[src/rtl/mips_pkg.sv]
// mips_pkg: opcodes, fetch state encoding and widths shared by the MIPS front end.
package mips_pkg;
    localparam int INSTR_W = 32;
    localparam logic [5:0] OP_RTYPE = 6'h00;
    localparam logic [5:0] OP_J     = 6'h02;
    localparam logic [5:0] OP_BEQ   = 6'h04;
    localparam logic [5:0] OP_ADDI  = 6'h08;
    localparam logic [5:0] OP_LW    = 6'h23;
    localparam logic [5:0] OP_SW    = 6'h2B;
    typedef enum logic {S_FETCH, S_HOLD} fetch_state_t;
    function automatic logic [5:0] opcode_of(input logic [INSTR_W-1:0] i);
        return i[31:26];
    endfunction
endpackage

[src/rtl/mips_next_pc.sv]
// mips_next_pc: sequential / beq / j next-PC selection, jump taking priority over branch.
module mips_next_pc import mips_pkg::*; #(
    parameter int ADDR_W = 32
) (
    input  logic [ADDR_W-1:0]  pc,
    input  logic [INSTR_W-1:0] instr,
    input  logic               branch,
    input  logic               zero,
    input  logic               jump,
    output logic [ADDR_W-1:0]  npc
);
    logic [ADDR_W-1:0] pc4, br_off, j_target;
    logic unused_op;
    assign unused_op = ^instr[31:26];
    always_comb begin
        pc4      = pc + ADDR_W'(4);
        br_off   = {{(ADDR_W-18){instr[15]}}, instr[15:0], 2'b00};
        // masking instead of slicing keeps ADDR_W == 28 legal
        j_target = (pc4 & ~ADDR_W'(28'hFFF_FFFF)) | ADDR_W'({instr[25:0], 2'b00});
        npc      = jump ? j_target : (branch && zero) ? pc4 + br_off : pc4;
    end
endmodule

[src/rtl/mips_fetch.sv]
// mips_fetch: PC register and variable-latency instruction fetch into a decode hold register.
// Define MIPS_FETCH_STATS_EN to add the fetch_count/stall_count outputs.
module mips_fetch import mips_pkg::*; #(
    parameter int                ADDR_W   = 32,
    parameter logic [ADDR_W-1:0] RESET_PC = '0
) (
    input  logic               clk,
    input  logic               reset,
    output logic               imem_req,
    output logic [ADDR_W-1:0]  imem_addr,
    input  logic [INSTR_W-1:0] imem_rdata,
    input  logic               imem_valid,
    output logic [INSTR_W-1:0] instr,
    output logic [5:0]         opcode,
    output logic [ADDR_W-1:0]  pc,
    output logic               instr_valid,
    input  logic               id_ready,
    input  logic               branch,
    input  logic               zero,
    input  logic               jump
`ifdef MIPS_FETCH_STATS_EN
    ,
    output logic [31:0]        fetch_count,
    output logic [31:0]        stall_count
`endif
);
    fetch_state_t state, state_nxt;
    logic [ADDR_W-1:0] npc;
    logic fetched, xfer;

    assign fetched = state == S_FETCH && imem_valid;
    assign xfer    = state == S_HOLD && id_ready;

    always_ff @(posedge clk)
        state <= reset ? S_FETCH : state_nxt;

    always_comb
        state_nxt = fetched ? S_HOLD : xfer ? S_FETCH : state;

    always_comb begin
        imem_req  = state == S_FETCH && !reset;
        imem_addr = pc;
        opcode    = opcode_of(instr);
    end

    always_ff @(posedge clk)
        if (reset) begin
            pc          <= RESET_PC;
            instr       <= '0;
            instr_valid <= 1'b0;
        end else begin
            if (fetched) begin
                instr       <= imem_rdata;
                instr_valid <= 1'b1;
            end
            if (xfer) begin
                pc          <= npc;
                instr_valid <= 1'b0;
            end
        end

    mips_next_pc #(.ADDR_W(ADDR_W)) u_next_pc (
        .pc(pc), .instr(instr), .branch(branch), .zero(zero), .jump(jump), .npc(npc)
    );

`ifdef MIPS_FETCH_STATS_EN
    always_ff @(posedge clk)
        if (reset) begin
            fetch_count <= '0;
            stall_count <= '0;
        end else begin
            fetch_count <= fetch_count + 32'(xfer);
            stall_count <= stall_count + 32'((state == S_FETCH && !imem_valid) || (state == S_HOLD && !id_ready));
        end
`endif
endmodule

[config.mk]
export PLATFORM = sky130hd
export DESIGN_NAME = mips_fetch
export DESIGN_NICKNAME = d
export VERILOG_FILES = /design/src/rtl/mips_pkg.sv /design/src/rtl/mips_next_pc.sv /design/src/rtl/mips_fetch.sv
export SDC_FILE = /design/constraint.sdc
export NUM_CORES = 1
export LEC_CHECK = 0
export ABC_CLOCK_PERIOD_IN_PS = 5200
export BUFFER_PORTS_ARGS = -buffer_cell sky130_fd_sc_hd__buf_2
export CAP_MARGIN = 20
export CORE_MARGIN = 4
export CORE_UTILIZATION = 56
export CTS_CLUSTER_DIAMETER = 80
export DETAILED_ROUTE_END_ITERATION = 7
export PLACE_DENSITY_LB_ADDON = 0.05
export RECOVER_POWER = 50
export SYNTH_ARGS = -nofsm -noshare
export SYNTH_HDL_FRONTEND = slang
export SYNTH_HIERARCHICAL = 1
export SYNTH_SLANG_ARGS = --single-unit
[constraint.sdc]
create_clock -name clk -period 5.2 [get_ports clk]
set_input_delay 0.26 -clock clk [delete_from_list [all_inputs] [get_ports clk]]
set_output_delay 0.26 -clock clk [all_outputs]
set_load 0.01 [all_outputs]
# Word level (Yosys, flattened, before mapping)
# Index checks and enable logic that the tools add are counted.
[op_classes] n_addsub=2 n_mux=4 bitwise_logic=2 n_reduce_logical=7
[ops] cell="two-way mux 32 bit" count=2
[ops] cell="adder 32 x 3 -> 32 bit, second input constant" count=1
[ops] cell="adder 32 bit" count=1
[ops] cell="OR 32 x 28 -> 32 bit" count=1
[ops] cell="logical AND 1 bit" count=4
[ops] cell="two-way mux 1 bit" count=2
[ops] cell="nonzero test 2 bit" count=1
[ops] cell="OR reduction 2 bit" count=1
[ops] cell="zero test 1 bit" count=1
[ops] cell="inverter 1 bit" count=1
[word_totals] reg_bits=66 out_inout_bits=104

# Logic depth before layout (Yosys ltp)
[logic_depth] depth_word=4 mapped_depth=18

# Modules after synthesis
# Netlist, hierarchy kept.
[by_module_without_submodules] module="mips_fetch" n_inst=1 cells_each=337 area_each_um2=3326.9 seq_area_each_um2=1321.3
[by_module_without_submodules] module="mips_next_pc" n_inst=1 cells_each=444 area_each_um2=2977.9 seq_area_each_um2=0.0

# Worst setup path before layout
# Ideal clock, no wire load.
[synth_path] path_kind="register -> register" startpoint="register pc[11] (netlist: imem_addr[11])" endpoint="register pc[31] (netlist: imem_addr[31])" setup_ns=0.070 arrival_ns=3.619 required_time_ns=5.130 setup_slack_ns=1.511 stages_incl_launch_ff=19 n_path_buf=1 synth_period_minus_slack_ns=3.689 path_cell_list="dfxtp_1 -> nand4_1 -> nor3_4 -> nand3_1 -> nor2_1 -> nand2_1 -> xnor2_1 -> ha_1 -> buf_6 -> a21o_1 -> a21o_1 -> a21o_1 -> or3_1 -> o21ai_2 -> o31a_2 -> mux2i_1 -> a2111oi_2 -> nand3_1 -> a21oi_1"
[synth_between] elab_chain_len=4
[synth_rtl] element="from (decl)" line="mips_fetch.sv:15" source="output logic [ADDR_W-1:0] pc,"
[synth_rtl] element="from (signal assigned)" line="mips_fetch.sv:57" source="pc <= npc;"
[synth_rtl] element="adder 32 x 3 -> 32 bit (*)" line="mips_next_pc.sv:16" source="pc4 = pc + ADDR_W'(4);"
[synth_rtl] element="adder 32 bit" line="mips_next_pc.sv:20" source="npc = jump ? j_target : (branch && zero) ? pc4 + br_off : pc4;"
[synth_rtl] element="two-way mux 32 bit" line="mips_next_pc.sv:20"
[synth_rtl] element="two-way mux 32 bit (*)" line="mips_next_pc.sv:20"
[synth_rtl] element="via npc[31]" line="mips_fetch.sv:28" source="logic [ADDR_W-1:0] npc;"
# Mark *: on every way through the listed nets, which the timed path passes. The rest lies on a longest branch.
# A chain may end at the register's enable or synchronous reset.

# Final worst setup path
[layout_path] startpoint="register pc[13] (netlist: imem_addr[13])" endpoint="register pc[31] (netlist: imem_addr[31])"
# Same word-level chain as after synthesis.

==> tab_implementation.tex <==
\begin{tabular}{lr}
\hline
Metric & Value \\
\hline
\multicolumn{2}{l}{\textbf{Die}} \\
\quad Die width & 114.1 µm \\
\quad Area of the die & 13020 µm² \\
\quad Cell Rows & 38 \\
\quad Starting utilization of the core area & 57.65\% \\
\quad Placeable core region & 10940 µm² \\
\quad Floorplan die height & 114.1 µm \\
\quad I/O Pins & 143 \\
\multicolumn{2}{l}{\textbf{Clock tree}} \\
\quad Setup Fix Bufs, Post-CTS & 0 \\
\quad TritonCTS clock tree & yes \\
\quad \# hold bufs at CTS & 0 \\
\quad PostCTS Resize Cnt & 0 \\
\quad Root buffer selected by CTS & sky130\_fd\_sc\_hd\_\_clkbuf\_16 \\
\quad Number of sinks on the clock net & 66 \\
\quad Clk slew on worst S/H paths & 60 ps \\
\quad Level count of the clock H-tree & 3 \\
\quad Clock latency reported for the late side of the worst-skew pair & 340 ps \\
\quad Number of buffers created by CTS & 9 \\
\quad Max clock buf depth & 2 \\
\multicolumn{2}{l}{\textbf{Place}} \\
\quad Detail Placement HPWL & 12430 µm \\
\quad Placement-stage cell area & 6631 µm² \\
\quad Buffers on Ports & 142 \\
\quad RD Place Congestion & 0.9672 \\
\quad \# placed instances & 978 \\
\multicolumn{2}{l}{\textbf{Global route}} \\
\quad Total overflow reported by the global router & 0 \\
\quad Largest net degree at the start of global routing & 101 \\
\quad Vias in the first global route & 5551 \\
\quad First-pass GRT wire length & 28070 µm \\
\quad Total Routing Usage GR & 26.36\% \\
\quad Number of antenna violations at the first check in global routing & 0 \\
\multicolumn{2}{l}{\textbf{STA}} \\
\quad F\_max & 233.3 MHz \\
\quad Transition at the pin with the smallest max-transition slack & 947.8 ps \\
\quad Post-route minimum period & 4286 ps \\
\quad Total setup violations reported at the end of the flow & 0 \\
\quad Unrepaired setup endpoints after global routing & no \\
\quad Crit share post-route & 82.43\% \\
\quad Max-slew violations & 0 \\
\quad Fin Clk Skew & 8.820 ps \\
\quad Accumulated negative setup slack & 0 ps \\
\quad Final number of hold-violating endpoints & 0 \\
\quad Max-Slew Margin vs Limit & 36.82\% \\
\multicolumn{2}{l}{\textbf{Yosys}} \\
\quad Net count of the mapped netlist & 858 \\
\quad Post-synthesis simple-gate area fraction & 24.79\% \\
\quad Fraction of the mapped netlist area in adder cells & 7.660\% \\
\quad Main combinational cell family by area after synthesis & compound AO/OA/AOI/OAI gates \\
\quad Main flop type after synthesis & sky130\_fd\_sc\_hd\_\_dfxtp\_1 \\
\quad Share of the synthesized netlist area taken by xor and xnor gates & 6.787\% \\
\quad Synth Area in Compound Gates & 26.61\% \\
\quad Flip-flop and latch count after synthesis & 66 \\
\quad Post-synthesis instance area & 6305 µm² \\
\quad Mean Syn Cell Area & 8.073 µm² \\
\quad Post-synthesis mux area share & 2.520\% \\
\quad Total number of yosys warnings & 6 \\
\quad Distinct cells, synth & 76 \\
\quad Post-Syn Instances & 781 \\
\quad Post-synth ARST share & 0\% \\
\quad EDFF count, synth & 0 \\
\quad Sequential cell area fraction in the yosys report & 20.96\% \\
\multicolumn{2}{l}{\textbf{Routing}} \\
\quad First-iteration detailed-routing DRC count & 390 \\
\quad Number of DRC violations after detailed routing & 0 \\
\quad DR vias/cell & 6.034 \\
\quad Detailed-route wire length per cell & 17.71 µm \\
\quad Initial DRT Pass Iterations & 5 \\
\quad Via count & 5992 \\
\quad Post-Route WL & 17580 µm \\
\quad Remaining antenna violation count after routing & 0 \\
\multicolumn{2}{l}{\textbf{Critical path}} \\
\quad Crit. End Element & flop \\
\quad Slowest library cell on the worst path & sky130\_fd\_sc\_hd\_\_dfxtp\_1 \\
\quad Ordered cell list for the critical path & nand4\_1, nor3\_4, nand3\_1, nor2\_1, nand2\_1, xnor2\_1, ha\_1, a21o\_1, a21o\_1, a21o\_1, or3\_1, o21ai\_2, o31a\_2, mux2i\_1, a2111oi\_2, nand3\_1, a21oi\_1 \\
\quad Delay of the slowest cell on the worst path & 480 ps \\
\quad Critical path's most frequent cell & sky130\_fd\_sc\_hd\_\_a21o\_1 \\
\quad Setup slack of the worst register-to-register path & 910 ps \\
\quad Worst Path Arrival & 4540 ps \\
\quad FF-to-FF End & imem\_addr[31] \\
\quad R2r worst-path depth & 17 \\
\quad Worst R2R Start & imem\_addr[13] \\
\quad CP startpoint kind & flop \\
\quad Worst Path Class, Setup & reg -> reg \\
\quad Critical path data required time & 5460 ps \\
\quad Highest net fanout along the worst path & 7 \\
\multicolumn{2}{l}{\textbf{Min path}} \\
\quad Worst hold path type & in -> reg \\
\quad Cell depth of the worst hold path & 3 \\
\quad End point of the worst hold path & instr[26] \\
\quad Launch instance of the worst min-delay path & imem\_rdata[26] \\
\multicolumn{2}{l}{\textbf{Finish}} \\
\quad Ratio of cells with drive above 1 in the final layout & 15.36\% \\
\quad Count of nets after finishing & 927 \\
\quad Number of filler instances in the final layout & 1016 \\
\quad Synth-to-Final Area Change & 8.156\% \\
\quad Antenna diodes & 0 \\
\quad Post-layout instance area & 6819 µm² \\
\quad Final Instance Count excl. Fillers & 993 \\
\multicolumn{2}{l}{\textbf{Power and ir drop}} \\
\quad Peak VDD IR & 172.1 µV \\
\quad P per Cell Area & 210.4 nW/µm² \\
\quad Leakage power & 2.746 nW \\
\multicolumn{2}{l}{\textbf{Flow run}} \\
\quad Number of violations of the max-capacitance limit & 0 \\
\multicolumn{2}{l}{\textbf{Outcome}} \\
\quad Outcome & finished clean \\
\hline
\end{tabular}
kinds of logic (layout without fill, tap and decap cells):
| group | after synthesis | after routing |
|---|---|---|
| AND/OR/NAND/NOR | 262 | 262 |
| flip-flops | 66 | 66 |
| multiplexers | 15 | 15 |
| buffers and inverters | 111 | 183 |
| XOR/XNOR | 48 | 48 |
| AO/OA/AOI/OAI | 241 | 241 |
| adder cells (fa/ha/maj) | 38 | 38 |
cell usage after synthesis, types with 9 or more instances:
cell                         n  share of area (%)
sky130_fd_sc_hd__a21o_1     19                2.3
sky130_fd_sc_hd__nand2b_1   34                3.4
sky130_fd_sc_hd__nand4_1    10               0.99
sky130_fd_sc_hd__and3_1      9               0.89
sky130_fd_sc_hd__clkbuf_1   22                1.3
sky130_fd_sc_hd__nor2_1     45                2.7
sky130_fd_sc_hd__a211oi_1    9                1.1
sky130_fd_sc_hd__o21bai_1   10                1.2
sky130_fd_sc_hd__buf_4      41                4.9
sky130_fd_sc_hd__buf_2      13                1.0
sky130_fd_sc_hd__a21oi_1    59                4.7
sky130_fd_sc_hd__nand4bb_1  32                5.7
sky130_fd_sc_hd__a21oi_2    25                3.5
sky130_fd_sc_hd__nand2_1    49                2.9
sky130_fd_sc_hd__xor2_1     15                2.1
sky130_fd_sc_hd__o21ai_0    49                3.9
sky130_fd_sc_hd__ha_1       37                7.3
sky130_fd_sc_hd__dfxtp_1    66                 21
sky130_fd_sc_hd__a21bo_1    25                4.0
sky130_fd_sc_hd__nand3_1    43                3.4
sky130_fd_sc_hd__xnor2_1    32                4.4
sky130_fd_sc_hd__inv_1      20                1.2
placed cells by master, fill, tap and decap left out, types with 10 or more instances in the layout:
cell	instances
sky130_fd_sc_hd__a21oi_1	59
sky130_fd_sc_hd__buf_2	57
sky130_fd_sc_hd__o21bai_1	10
sky130_fd_sc_hd__nand2b_1	34
sky130_fd_sc_hd__inv_1	20
sky130_fd_sc_hd__nand4_1	10
sky130_fd_sc_hd__a21oi_2	25
sky130_fd_sc_hd__nand2_1	49
sky130_fd_sc_hd__xor2_1	15
sky130_fd_sc_hd__o21ai_0	49
sky130_fd_sc_hd__nand4bb_1	32
sky130_fd_sc_hd__a21o_1	19
sky130_fd_sc_hd__nor2_1	45
sky130_fd_sc_hd__a21bo_1	25
sky130_fd_sc_hd__nand3_1	43
sky130_fd_sc_hd__xnor2_1	32
sky130_fd_sc_hd__dfxtp_1	65
sky130_fd_sc_hd__ha_1	37
sky130_fd_sc_hd__clkbuf_1	86
per-stage QoR:
step / worst slack (ps) / hold WS (ps) / utilization (%) / power [mW]
after floorplan: 1511 / 426.0 / - / 0.7875
after global placement: 1057 / 468.8 / 60.64 / 0.8505
after detailed placement: 991.9 / 472.4 / 60.64 / 0.8559
after CTS: 952.2 / 177.0 / 63.15 / 1.451
after global routing: 640.0 / 186.1 / 62.36 / 1.497
final: 913.6 / 190.3 / 62.36 / 1.435
power by group:
| group | internal (mW) | switching (mW) |
|---|---|---|
| Combinational | 0.111 | 0.172 |
| Sequential | 0.529 | 0.0327 |
| Clock | 0.363 | 0.226 |
| Total | 1.00 | 0.431 |
registers in the layout, indices dropped and copies added, names as in the netlist:
name         count
instr_valid      1
state            1
imem_addr       32
instr           32
worst max-delay path, delay by kind of cell, from the launching register on:
kind | cells | cell delay, ps
adders and majority gates | 1 | 360
and+or+nand+nor | 7 | 1570
xor gates and xnor gates | 1 | 240
AOI/OAI and AO/OA | 7 | 1450
DFF | 1 | 480
muxes | 1 | 100
cell type report:
type                    instances  area, µm²  share of cell area, %
clock inverters                 4      45.04                 0.6606
repair buffers                147      654.4                  9.596
flip-flops and latches         66       1323                  19.39
well taps                     140      175.2                  2.569
multi-input cells             604       4310                  63.21
clock buffers                  10      229.0                  3.358
inverters                      22      82.58                  1.211
worst max-delay path by stage:
stage / startpoint / to / cells past startpoint
4_1_cts: imem_addr[13] / imem_addr[31] / 17
5_1_grt: imem_addr[11] / imem_addr[31] / 17
3_5_place_dp: imem_addr[13] / imem_addr[31] / 17
6_report: imem_addr[13] / imem_addr[31] / 17
2_1_floorplan: imem_addr[11] / imem_addr[31] / 18
3_3_place_gp: imem_addr[11] / imem_addr[31] / 17
routing by layer:
layer  part of all wire [%]  GRT usage [%]  up-vias
met3                    8.7          6.025       17
met1                     47          38.36     2796
met2                     44          39.77      267
li1                       -              -     2912
met4                   0.92          5.780        0
met5                      0              0        -
Power figures use the tool's default switching activity.
